==> config.mk <==
export PLATFORM = sky130hd
export DESIGN_NAME = fetch_unit_flat
export DESIGN_NICKNAME = d
export VERILOG_FILES = /design/src/rtl/fetch_pkg.sv /design/src/rtl/fetch_if.sv /design/src/rtl/fetch_fifo.sv /design/src/rtl/fetch_unit.sv /design/src/flat_wrapper.sv
export SDC_FILE = /design/constraint.sdc
export NUM_CORES = 1
export LEC_CHECK = 0
export BUFFER_PORTS_ARGS = -buffer_cell sky130_fd_sc_hd__buf_2
export CAP_MARGIN = 20
export CORE_MARGIN = 1.5
export CORE_UTILIZATION = 40
export DETAILED_ROUTE_END_ITERATION = 10
export MAX_ROUTING_LAYER = met4
export PLACE_DENSITY = 0.6
export SLEW_MARGIN = 20
export SYNTH_ARGS = -nofsm -noshare
export SYNTH_HDL_FRONTEND = slang
export SYNTH_SLANG_ARGS = --single-unit
==> constraint.sdc <==
create_clock -name clk -period 3.7 [get_ports clk]
set_input_delay 0.185 -clock clk [delete_from_list [all_inputs] [get_ports clk]]
set_output_delay 0.185 -clock clk [all_outputs]
set_load 0.02 [all_outputs]
==> src/rtl/fetch_pkg.sv <==
// Shared types and constants for the instruction fetch stage.
//   ILEN          instruction word width
//   PC_W          program counter width used by fetch_entry_t
//   INSTR_BYTES   PC increment per fetched word
//   fetch_entry_t buffered instruction word paired with its PC
package fetch_pkg;
  localparam int ILEN        = 32;
  localparam int PC_W        = 32;
  localparam int INSTR_BYTES = 4;

  typedef struct packed {
    logic [PC_W-1:0] pc;
    logic [ILEN-1:0] data;
  } fetch_entry_t;
endpackage

==> src/rtl/fetch_if.sv <==
// Bus bundle for the fetch stage: instruction-memory req/gnt/rvalid channel
// plus the valid/ready channel towards decode.
//   master : fetch unit side (drives imem_req/addr, instr_valid/data/pc)
//   slave  : memory + decode side
interface fetch_if import fetch_pkg::*; #(
  parameter int XLEN = PC_W
);
  logic            imem_req;
  logic [XLEN-1:0] imem_addr;
  logic            imem_gnt;
  logic            imem_rvalid;
  logic [ILEN-1:0] imem_rdata;
  logic            instr_valid;
  logic            instr_ready;
  logic [ILEN-1:0] instr_data;
  logic [XLEN-1:0] instr_pc;

  modport master (
    output imem_req, imem_addr, instr_valid, instr_data, instr_pc,
    input  imem_gnt, imem_rvalid, imem_rdata, instr_ready
  );

  modport slave (
    input  imem_req, imem_addr, instr_valid, instr_data, instr_pc,
    output imem_gnt, imem_rvalid, imem_rdata, instr_ready
  );
endinterface

==> src/rtl/fetch_fifo.sv <==
// Small synchronous FIFO used both as the instruction buffer and as the
// in-order tag queue of outstanding request PCs.
//   clk, rst_n  clock, async active-low reset (storage cleared to zero)
//   flush       empties the FIFO; wins over push and pop in the same cycle
//   push/wdata  write one entry (dropped if full and not popping)
//   pop         remove head entry (ignored when empty)
//   rdata       head entry (registered storage, no input->output path)
//   count       current occupancy
module fetch_fifo import fetch_pkg::*; #(
  parameter type T     = fetch_entry_t,
  parameter int  DEPTH = 2,
  parameter int  CW    = $clog2(DEPTH+1)
)(
  input  logic          clk,
  input  logic          rst_n,
  input  logic          flush,
  input  logic          push,
  input  T              wdata,
  input  logic          pop,
  output T              rdata,
  output logic [CW-1:0] count
);
  localparam int AW = (DEPTH > 1) ? $clog2(DEPTH) : 1;

  T              mem_q [DEPTH];
  logic [AW-1:0] wp_q, rp_q;
  logic [CW-1:0] cnt_q;
  logic          do_push, do_pop;

  function automatic logic [AW-1:0] inc(input logic [AW-1:0] p);
    return (p == AW'(DEPTH-1)) ? '0 : p + AW'(1);
  endfunction

  assign do_pop  = pop && (cnt_q != '0);
  assign do_push = push && ((cnt_q != CW'(DEPTH)) || do_pop);

  always_ff @(posedge clk or negedge rst_n) begin
    if (!rst_n) begin
      wp_q  <= '0;
      rp_q  <= '0;
      cnt_q <= '0;
      for (int i = 0; i < DEPTH; i++) mem_q[i] <= '0;
    end else if (flush) begin
      wp_q  <= '0;
      rp_q  <= '0;
      cnt_q <= '0;
    end else begin
      if (do_push) begin
        mem_q[wp_q] <= wdata;
        wp_q        <= inc(wp_q);
      end
      if (do_pop) rp_q <= inc(rp_q);
      cnt_q <= cnt_q + CW'(do_push) - CW'(do_pop);
    end
  end

  assign rdata = mem_q[rp_q];
  assign count = cnt_q;
endmodule

==> src/rtl/fetch_unit.sv <==
// Instruction fetch stage. Owns the PC, issues word fetches to instruction
// memory, buffers returned words with their PC and hands them to decode.
// Taken jumps/branches redirect the PC; responses already in flight at that
// point are dropped via a discard counter. Static predict-not-taken.
//   clk, rst_n        clock, async active-low reset
//   jack, je          jump/branch resolved / taken (redirect = jack && je)
//   jump_target       redirect address, low two bits ignored
//   bus (master)      imem_req/addr/gnt/rvalid/rdata, instr_valid/ready/data/pc
// XLEN must equal fetch_pkg::PC_W (width of the buffered PC field).
module fetch_unit import fetch_pkg::*; #(
  parameter int              XLEN         = PC_W,
  parameter logic [XLEN-1:0] RESET_VECTOR = '0,
  parameter int              BUF_DEPTH    = 2
)(
  input  logic            clk,
  input  logic            rst_n,
  input  logic            jack,
  input  logic            je,
  input  logic [XLEN-1:0] jump_target,
  fetch_if.master         bus
);
  localparam int CW = $clog2(BUF_DEPTH+1);

  logic [XLEN-1:0] pc_q, pc_d;      // address of current/next request
  logic [XLEN-1:0] rpc_q, rpc_d;    // target parked behind a held request
  logic            req_q, req_d;
  logic            pend_q, pend_d;  // redirect waiting for held request's gnt
  logic [CW-1:0]   disc_q, disc_d;  // responses still to be thrown away
  logic [CW-1:0]   out_cnt, out_d;  // outstanding = tag queue occupancy
  logic [CW-1:0]   buf_cnt, buf_d;

  logic            redirect, held, gnt_fire, rv_fire, drop, push, pop;
  logic [XLEN-1:0] target, tag_pc;
  fetch_entry_t    buf_wdata, buf_head;

  assign redirect = jack && je;
  assign target   = jump_target & ~XLEN'(INSTR_BYTES-1);
  assign held     = req_q && !bus.imem_gnt;
  assign gnt_fire = req_q && bus.imem_gnt;
  assign rv_fire  = bus.imem_rvalid && (out_cnt != '0);
  assign drop     = rv_fire && (disc_q != '0);
  // A word arriving in the redirect cycle is stale too; the flush eats it.
  assign push     = rv_fire && !drop && !redirect;
  assign pop      = bus.instr_valid && bus.instr_ready;

  // PC of every granted request, popped in order as responses return.
  fetch_fifo #(.T(logic [XLEN-1:0]), .DEPTH(BUF_DEPTH)) u_tagq (
    .clk(clk), .rst_n(rst_n), .flush(1'b0),
    .push(gnt_fire), .wdata(pc_q), .pop(rv_fire),
    .rdata(tag_pc), .count(out_cnt)
  );

  assign buf_wdata.pc   = tag_pc;
  assign buf_wdata.data = bus.imem_rdata;

  fetch_fifo #(.DEPTH(BUF_DEPTH)) u_buf (
    .clk(clk), .rst_n(rst_n), .flush(redirect),
    .push(push), .wdata(buf_wdata), .pop(pop),
    .rdata(buf_head), .count(buf_cnt)
  );

  always_comb begin
    pc_d   = pc_q;
    rpc_d  = rpc_q;
    pend_d = pend_q;
    out_d  = out_cnt + CW'(gnt_fire) - CW'(rv_fire);
    buf_d  = redirect ? '0 : buf_cnt + CW'(push) - CW'(pop);

    if (gnt_fire) begin
      pc_d   = pend_q ? rpc_q : pc_q + XLEN'(INSTR_BYTES);
      pend_d = 1'b0;
    end
    if (redirect) begin
      if (held) begin
        // Request must stay stable until granted; target goes out after it.
        pend_d = 1'b1;
        rpc_d  = target;
      end else begin
        pc_d   = target;
        pend_d = 1'b0;
      end
    end

    // On redirect every response still in flight is stale. A held request
    // granted later under a pending redirect adds one more.
    if (redirect) disc_d = out_d;
    else          disc_d = disc_q - CW'(drop) + CW'(pend_q && gnt_fire);

    // Credit: every outstanding response is guaranteed a buffer slot.
    req_d = held || ((int'(out_d) + int'(buf_d)) < BUF_DEPTH);
  end

  always_ff @(posedge clk or negedge rst_n) begin
    if (!rst_n) begin
      pc_q   <= RESET_VECTOR;
      rpc_q  <= '0;
      req_q  <= 1'b0;
      pend_q <= 1'b0;
      disc_q <= '0;
    end else begin
      pc_q   <= pc_d;
      rpc_q  <= rpc_d;
      req_q  <= req_d;
      pend_q <= pend_d;
      disc_q <= disc_d;
    end
  end

  assign bus.imem_req    = req_q;
  assign bus.imem_addr   = pc_q;
  assign bus.instr_valid = (buf_cnt != '0);
  assign bus.instr_data  = buf_head.data;
  assign bus.instr_pc    = buf_head.pc;
endmodule

==> src/flat_wrapper.sv <==
// flat-port wrapper written by rule: the top's interface ports become plain ports
module fetch_unit_flat import fetch_pkg::*;
#(
  parameter int              XLEN         = PC_W,
  parameter logic [XLEN-1:0] RESET_VECTOR = '0,
  parameter int              BUF_DEPTH    = 2
)
  (clk, rst_n, jack, je, jump_target, bus_imem_req, bus_imem_addr, bus_instr_valid, bus_instr_data, bus_instr_pc, bus_imem_gnt, bus_imem_rvalid, bus_imem_rdata, bus_instr_ready);
  fetch_if #(.XLEN(XLEN)) bus_i ();
  input  logic clk;
  input  logic rst_n;
  input  logic jack;
  input  logic je;
  input  logic [XLEN-1:0] jump_target;
  output wire logic [$bits(bus_i.imem_req)-1:0] bus_imem_req;
  output wire logic [$bits(bus_i.imem_addr)-1:0] bus_imem_addr;
  output wire logic [$bits(bus_i.instr_valid)-1:0] bus_instr_valid;
  output wire logic [$bits(bus_i.instr_data)-1:0] bus_instr_data;
  output wire logic [$bits(bus_i.instr_pc)-1:0] bus_instr_pc;
  input wire logic [$bits(bus_i.imem_gnt)-1:0] bus_imem_gnt;
  input wire logic [$bits(bus_i.imem_rvalid)-1:0] bus_imem_rvalid;
  input wire logic [$bits(bus_i.imem_rdata)-1:0] bus_imem_rdata;
  input wire logic [$bits(bus_i.instr_ready)-1:0] bus_instr_ready;
  assign bus_imem_req = bus_i.imem_req;
  assign bus_imem_addr = bus_i.imem_addr;
  assign bus_instr_valid = bus_i.instr_valid;
  assign bus_instr_data = bus_i.instr_data;
  assign bus_instr_pc = bus_i.instr_pc;
  assign bus_i.imem_gnt = bus_imem_gnt;
  assign bus_i.imem_rvalid = bus_imem_rvalid;
  assign bus_i.imem_rdata = bus_imem_rdata;
  assign bus_i.instr_ready = bus_instr_ready;
  fetch_unit #(.XLEN(XLEN), .RESET_VECTOR(RESET_VECTOR), .BUF_DEPTH(BUF_DEPTH)) u_core (.clk(clk), .rst_n(rst_n), .jack(jack), .je(je), .jump_target(jump_target), .bus(bus_i));
endmodule
==> implementation parameters <==
Parameter                              Value

Clocking
  Sink count of the clock tree    approximately 270
  Clock root buffer    clkbuf_16
  Number of H-tree levels    1
  Post-CTS Resized    0
  TritonCTS clock tree    built
  Clock transition at the register clock pins on the worst setup and hold paths after CTS    0.06 ns
  Cts bufs inserted    30
  Clock network latency to the later pin of the worst-skew pair    approximately 0.55 ns
  Post-CTS setup repair buffer count    0
  Maximum count of clock buffers along a single path    3
  CTS Hold Buffers Added    64

Timing
  Slew headroom    a little over a quarter
  Setup slack of the critical path after layout    about 1.1 ns
  Slew @ Worst Pin    1.11 ns
  Portion of the clock cycle consumed by the worst path in the final layout    ~69%
  Setup repair after global routing missed its margin    false
  Final worst clock skew    about 0.015 ns
  Hold_ws    between 0.08 and 0.09 ns
  Shortest period the worst path allows    2.56 ns
  Timing-limited maximum frequency    390 MHz
  Final count of pins violating max slew    0
  Final Hold Vio Count    0
  Setup-violating endpoint count in the final report    0
  Aggregate negative setup slack    0 ns

Route
  Detailed Routing Iterations Pass 1    5
  DR WL/cell    approximately 18 um
  DR vias/cell    ~5.2
  Initial DRC count    around 450
  DRC violation count after routing    0
  Met1 wire length    approximately 14000 um
  Total Wirelength    29600 um
  Detailed route wirelength on metal2    roughly 13000 um
  Antenna Violating Nets Remaining    0
  Detailed-routed wire length on met3    1670 um
  Total via count after detailed routing    ~8700
  Max Used Layer    met4

Setup path
  Maximum fanout encountered on the critical timing path    4
  Critical path startpoint category    flip-flop
  R2R Path Start    u_core.u_buf.count[1]
  Kind of capture point of the worst setup path    flip-flop
  Cell depth of the worst flop-to-flop path    11
  CP Data Required Time    4.13 ns
  Worst reg-to-reg setup slack    around 1.1 ns
  Endpoint of the lowest-slack register-to-register path    u_core.bus.imem_req
  Setup crit start    u_core.u_buf.count[1]
  Startpoint-to-endpoint class of the critical path    flip-flop to flip-flop
  Capturing instance or port of the critical path    u_core.bus.imem_req
  Data arrival time of the worst path    2.99 ns

Run status
  Result of the run    finished clean

Pwr
  Peak ir drop on the vdd network    around 0.44 mV
  Share of total power in sequential cells    39.6%
  Switching part of the total    37.5%
  Internal cell power    about 8.5 mW
  Clk pwr share    21.9%
  Leak Pwr    between 6 and 7 nW
  Power density cells    just under 900 mW/mm2
  Share of total power in combinational logic    38.6%
  NetSw    slightly above 5 mW
  Total power consumption of the routed design    13.6 mW

Die
  Initial core utilization    about 41%
  Placement Rows    between 60 and 70
  Die Span Y    ~180 um
  I/O pin total    between 150 and 200
  Die outline area    around 0.032 mm2
  Core outline area    slightly above 0.03 mm2
  Chip width    about 180 um

Placement
  Final weighted congestion in routability-driven placement    slightly below 0.8
  Place WS    1.14 ns
  Post-detail-place hpwl    around 19000 um
  Number of cells after detailed placement    roughly 1600
  Total of buffers placed on input and output ports    ~170
  Placed Area    0.0136 mm2

Global route
  Via count of the first global-routing pass    about 8700
  Total overflow reported by the global router    0
  Overall track demand over capacity in global routing    approximately a fifth
  Antenna violations before repair    1
  Wire length of the first global-routing pass    approximately 48000 um
  Maximum number of pins on one net before global-route repair    between 90 and 100

Yosys
  Number of instances in the synthesized netlist    between 1000 and 1500
  Register bit count reported by yosys    around 270
  Proportion of synthesized chip area in sequential cells    53.9%
  Number of enable flip-flop cells after synthesis    0
  Mapped cell area    ~0.012 mm2
  Async S/R FF share, synth    100%
  Library cells used by synthesis    61
  Mapped Nets    roughly 1100
  Number of warning messages in the yosys log    0
  Prevailing post-synth register cell    dfrtp_1
  Mean cell area of the mapped netlist    approximately 12 um2

Job
  Number of violations of the max-capacitance limit    0

Layout
  Non-Filler Cell Area, Final    ~0.015 mm2
  Final nets    approximately 1400
  Non-filler cells in the finished layout    1688
  Layout overhead on the synthesized area    23.4%
  Final core utilization    about half
  Fraction of layout cells with a size suffix above 1    35.2%

Hold path
  Hold Path Class    input port to flip-flop
-- power groups by stage --
| stage | registers (mW) | clock network [mW] | logic, mW |
|---|---|---|---|
| detailed placement | 5.44 | 0 | 5.26 |
| CTS | 5.39 | 3.05 | 5.33 |
| global route | 5.61 | 3.17 | 5.82 |
| finish | 5.39 | 2.98 | 5.25 |
| global placement | 5.37 | 0 | 5.16 |
| floorplan | 5.07 | 0 | 3.88 |
-- final cells by class --
cell class              instances  area [um2]
diodes                          1        2.50
clock buffers                  42         887
clock inverters                11         111
fillers                      2786       15300
inverters                      12        45.0
multi-input cells             712        5380
flip-flops and latches        266        6660
well taps                     396         495
repair buffers                248        1670
-- per-layer routing --
layer  global-route usage [%]  up-vias
met2                     30.1      245
met1                     26.4     4237
li1                         -     4197
met4                     4.13        0
met5                        -        -
met3                     3.35       42
-- critical path, stage by stage, from the launching register on --
cell and delay, ns:
dfrtp_1 0.42, or2_2 0.31, and2_1 0.21, ha_1 0.28
inv_1 0.04, ha_1 0.17, xnor2_1 0.16, xnor2_1 0.14
nand2_1 0.10, fa_1 0.48, nand2_1 0.08, nand2_1 0.05
-- kinds of logic (layout without fill, tap and decap cells) --
| kind of cell | Yosys count | count (layout) | synth area share, % |
|---|---|---|---|
| other | 0 | 1 | 0 |
| flip-flops | 266 | 266 | 53.9 |
| adder cells (fa/ha/maj) | 11 | 11 | 1.17 |
| AND/OR/NAND/NOR | 261 | 261 | 10.1 |
| buffers and inverters | 81 | 313 | 2.76 |
| AO/OA/AOI/OAI | 160 | 160 | 7.35 |
| XOR/XNOR | 16 | 16 | 1.13 |
| multiplexers | 264 | 264 | 23.6 |
-- cell usage after synthesis (5+ instances only) --
library cell  instances  area [um2]
a21oi_1              66         330
a22oi_1               5        37.5
and2_1                8        50.1
and3_1                6        37.5
and4_1                5        43.8
buf_2                27         135
clkbuf_1             40         150
dfrtp_1             266        6660
ha_1                 10         125
inv_1                 8        30.0
mux2_1               18         203
mux2_2              203        2290
mux2i_1              43         430
nand2_1              95         357
nand3_1              18        90.1
nand4_1              14        87.6
nor2_1               69         259
nor3_1               18        90.1
o21ai_0              54         270
xnor2_1              13         114
-- layout by cell type, fill, tap and decap left out, types with 3 or more instances in the layout --
master	instances
dlygate4sd3_1	64
clkinv_2	7
o22ai_1	4
buf_2	165
xnor2_1	13
nor3_1	18
mux2i_1	43
nor2_1	68
buf_4	14
dfrtp_1	264
o211ai_1	4
and2_1	8
a22oi_1	5
nand3_1	18
and4_1	5
ha_1	10
nand4_1	14
clkbuf_16	31
o21a_1	3
and3_1	6
o21ai_1	4
a21oi_1	66
clkbuf_8	7
mux2_1	18
or3_1	4
buf_12	4
nor4_2	3
inv_2	3
mux2_2	203
xor2_1	3
inv_1	8
o21ai_0	54
nor3b_1	3
clkbuf_1	4
nand2_1	94
-- sequential cells by signal (all words and copies together) (netlist names), 2 cells and up --
| signal | count |
|---|---|
| u_core.disc_q | 2 |
| u_core.rpc_q | 30 |
| u_core.u_tagq.count | 2 |
| u_core.u_buf.mem_q | 128 |
| u_core.bus.imem_addr | 32 |
| u_core.u_tagq.mem_q | 64 |
| u_core.u_buf.count | 2 |
-- how the worst min path moves through the flow --
stage / end / slack [ns] / cells past startpoint / start
2_1_floorplan: u_core.bus.imem_addr[0] / -0.11 / 0 / rst_n
3_3_place_gp: u_core.u_buf.mem_q[6] / 0.23 / 1 / rst_n
3_5_place_dp: u_core.u_buf.mem_q[6] / 0.24 / 1 / rst_n
4_1_cts: u_core.u_tagq.count[0] / 0.06 / 4 / bus_imem_rvalid
5_1_grt: u_core.u_tagq.count[0] / 0.11 / 4 / bus_imem_rvalid
6_report: u_core.u_tagq.rp_q / 0.08 / 3 / bus_imem_rvalid
Note: power is estimated with default switching activity, not from simulation.
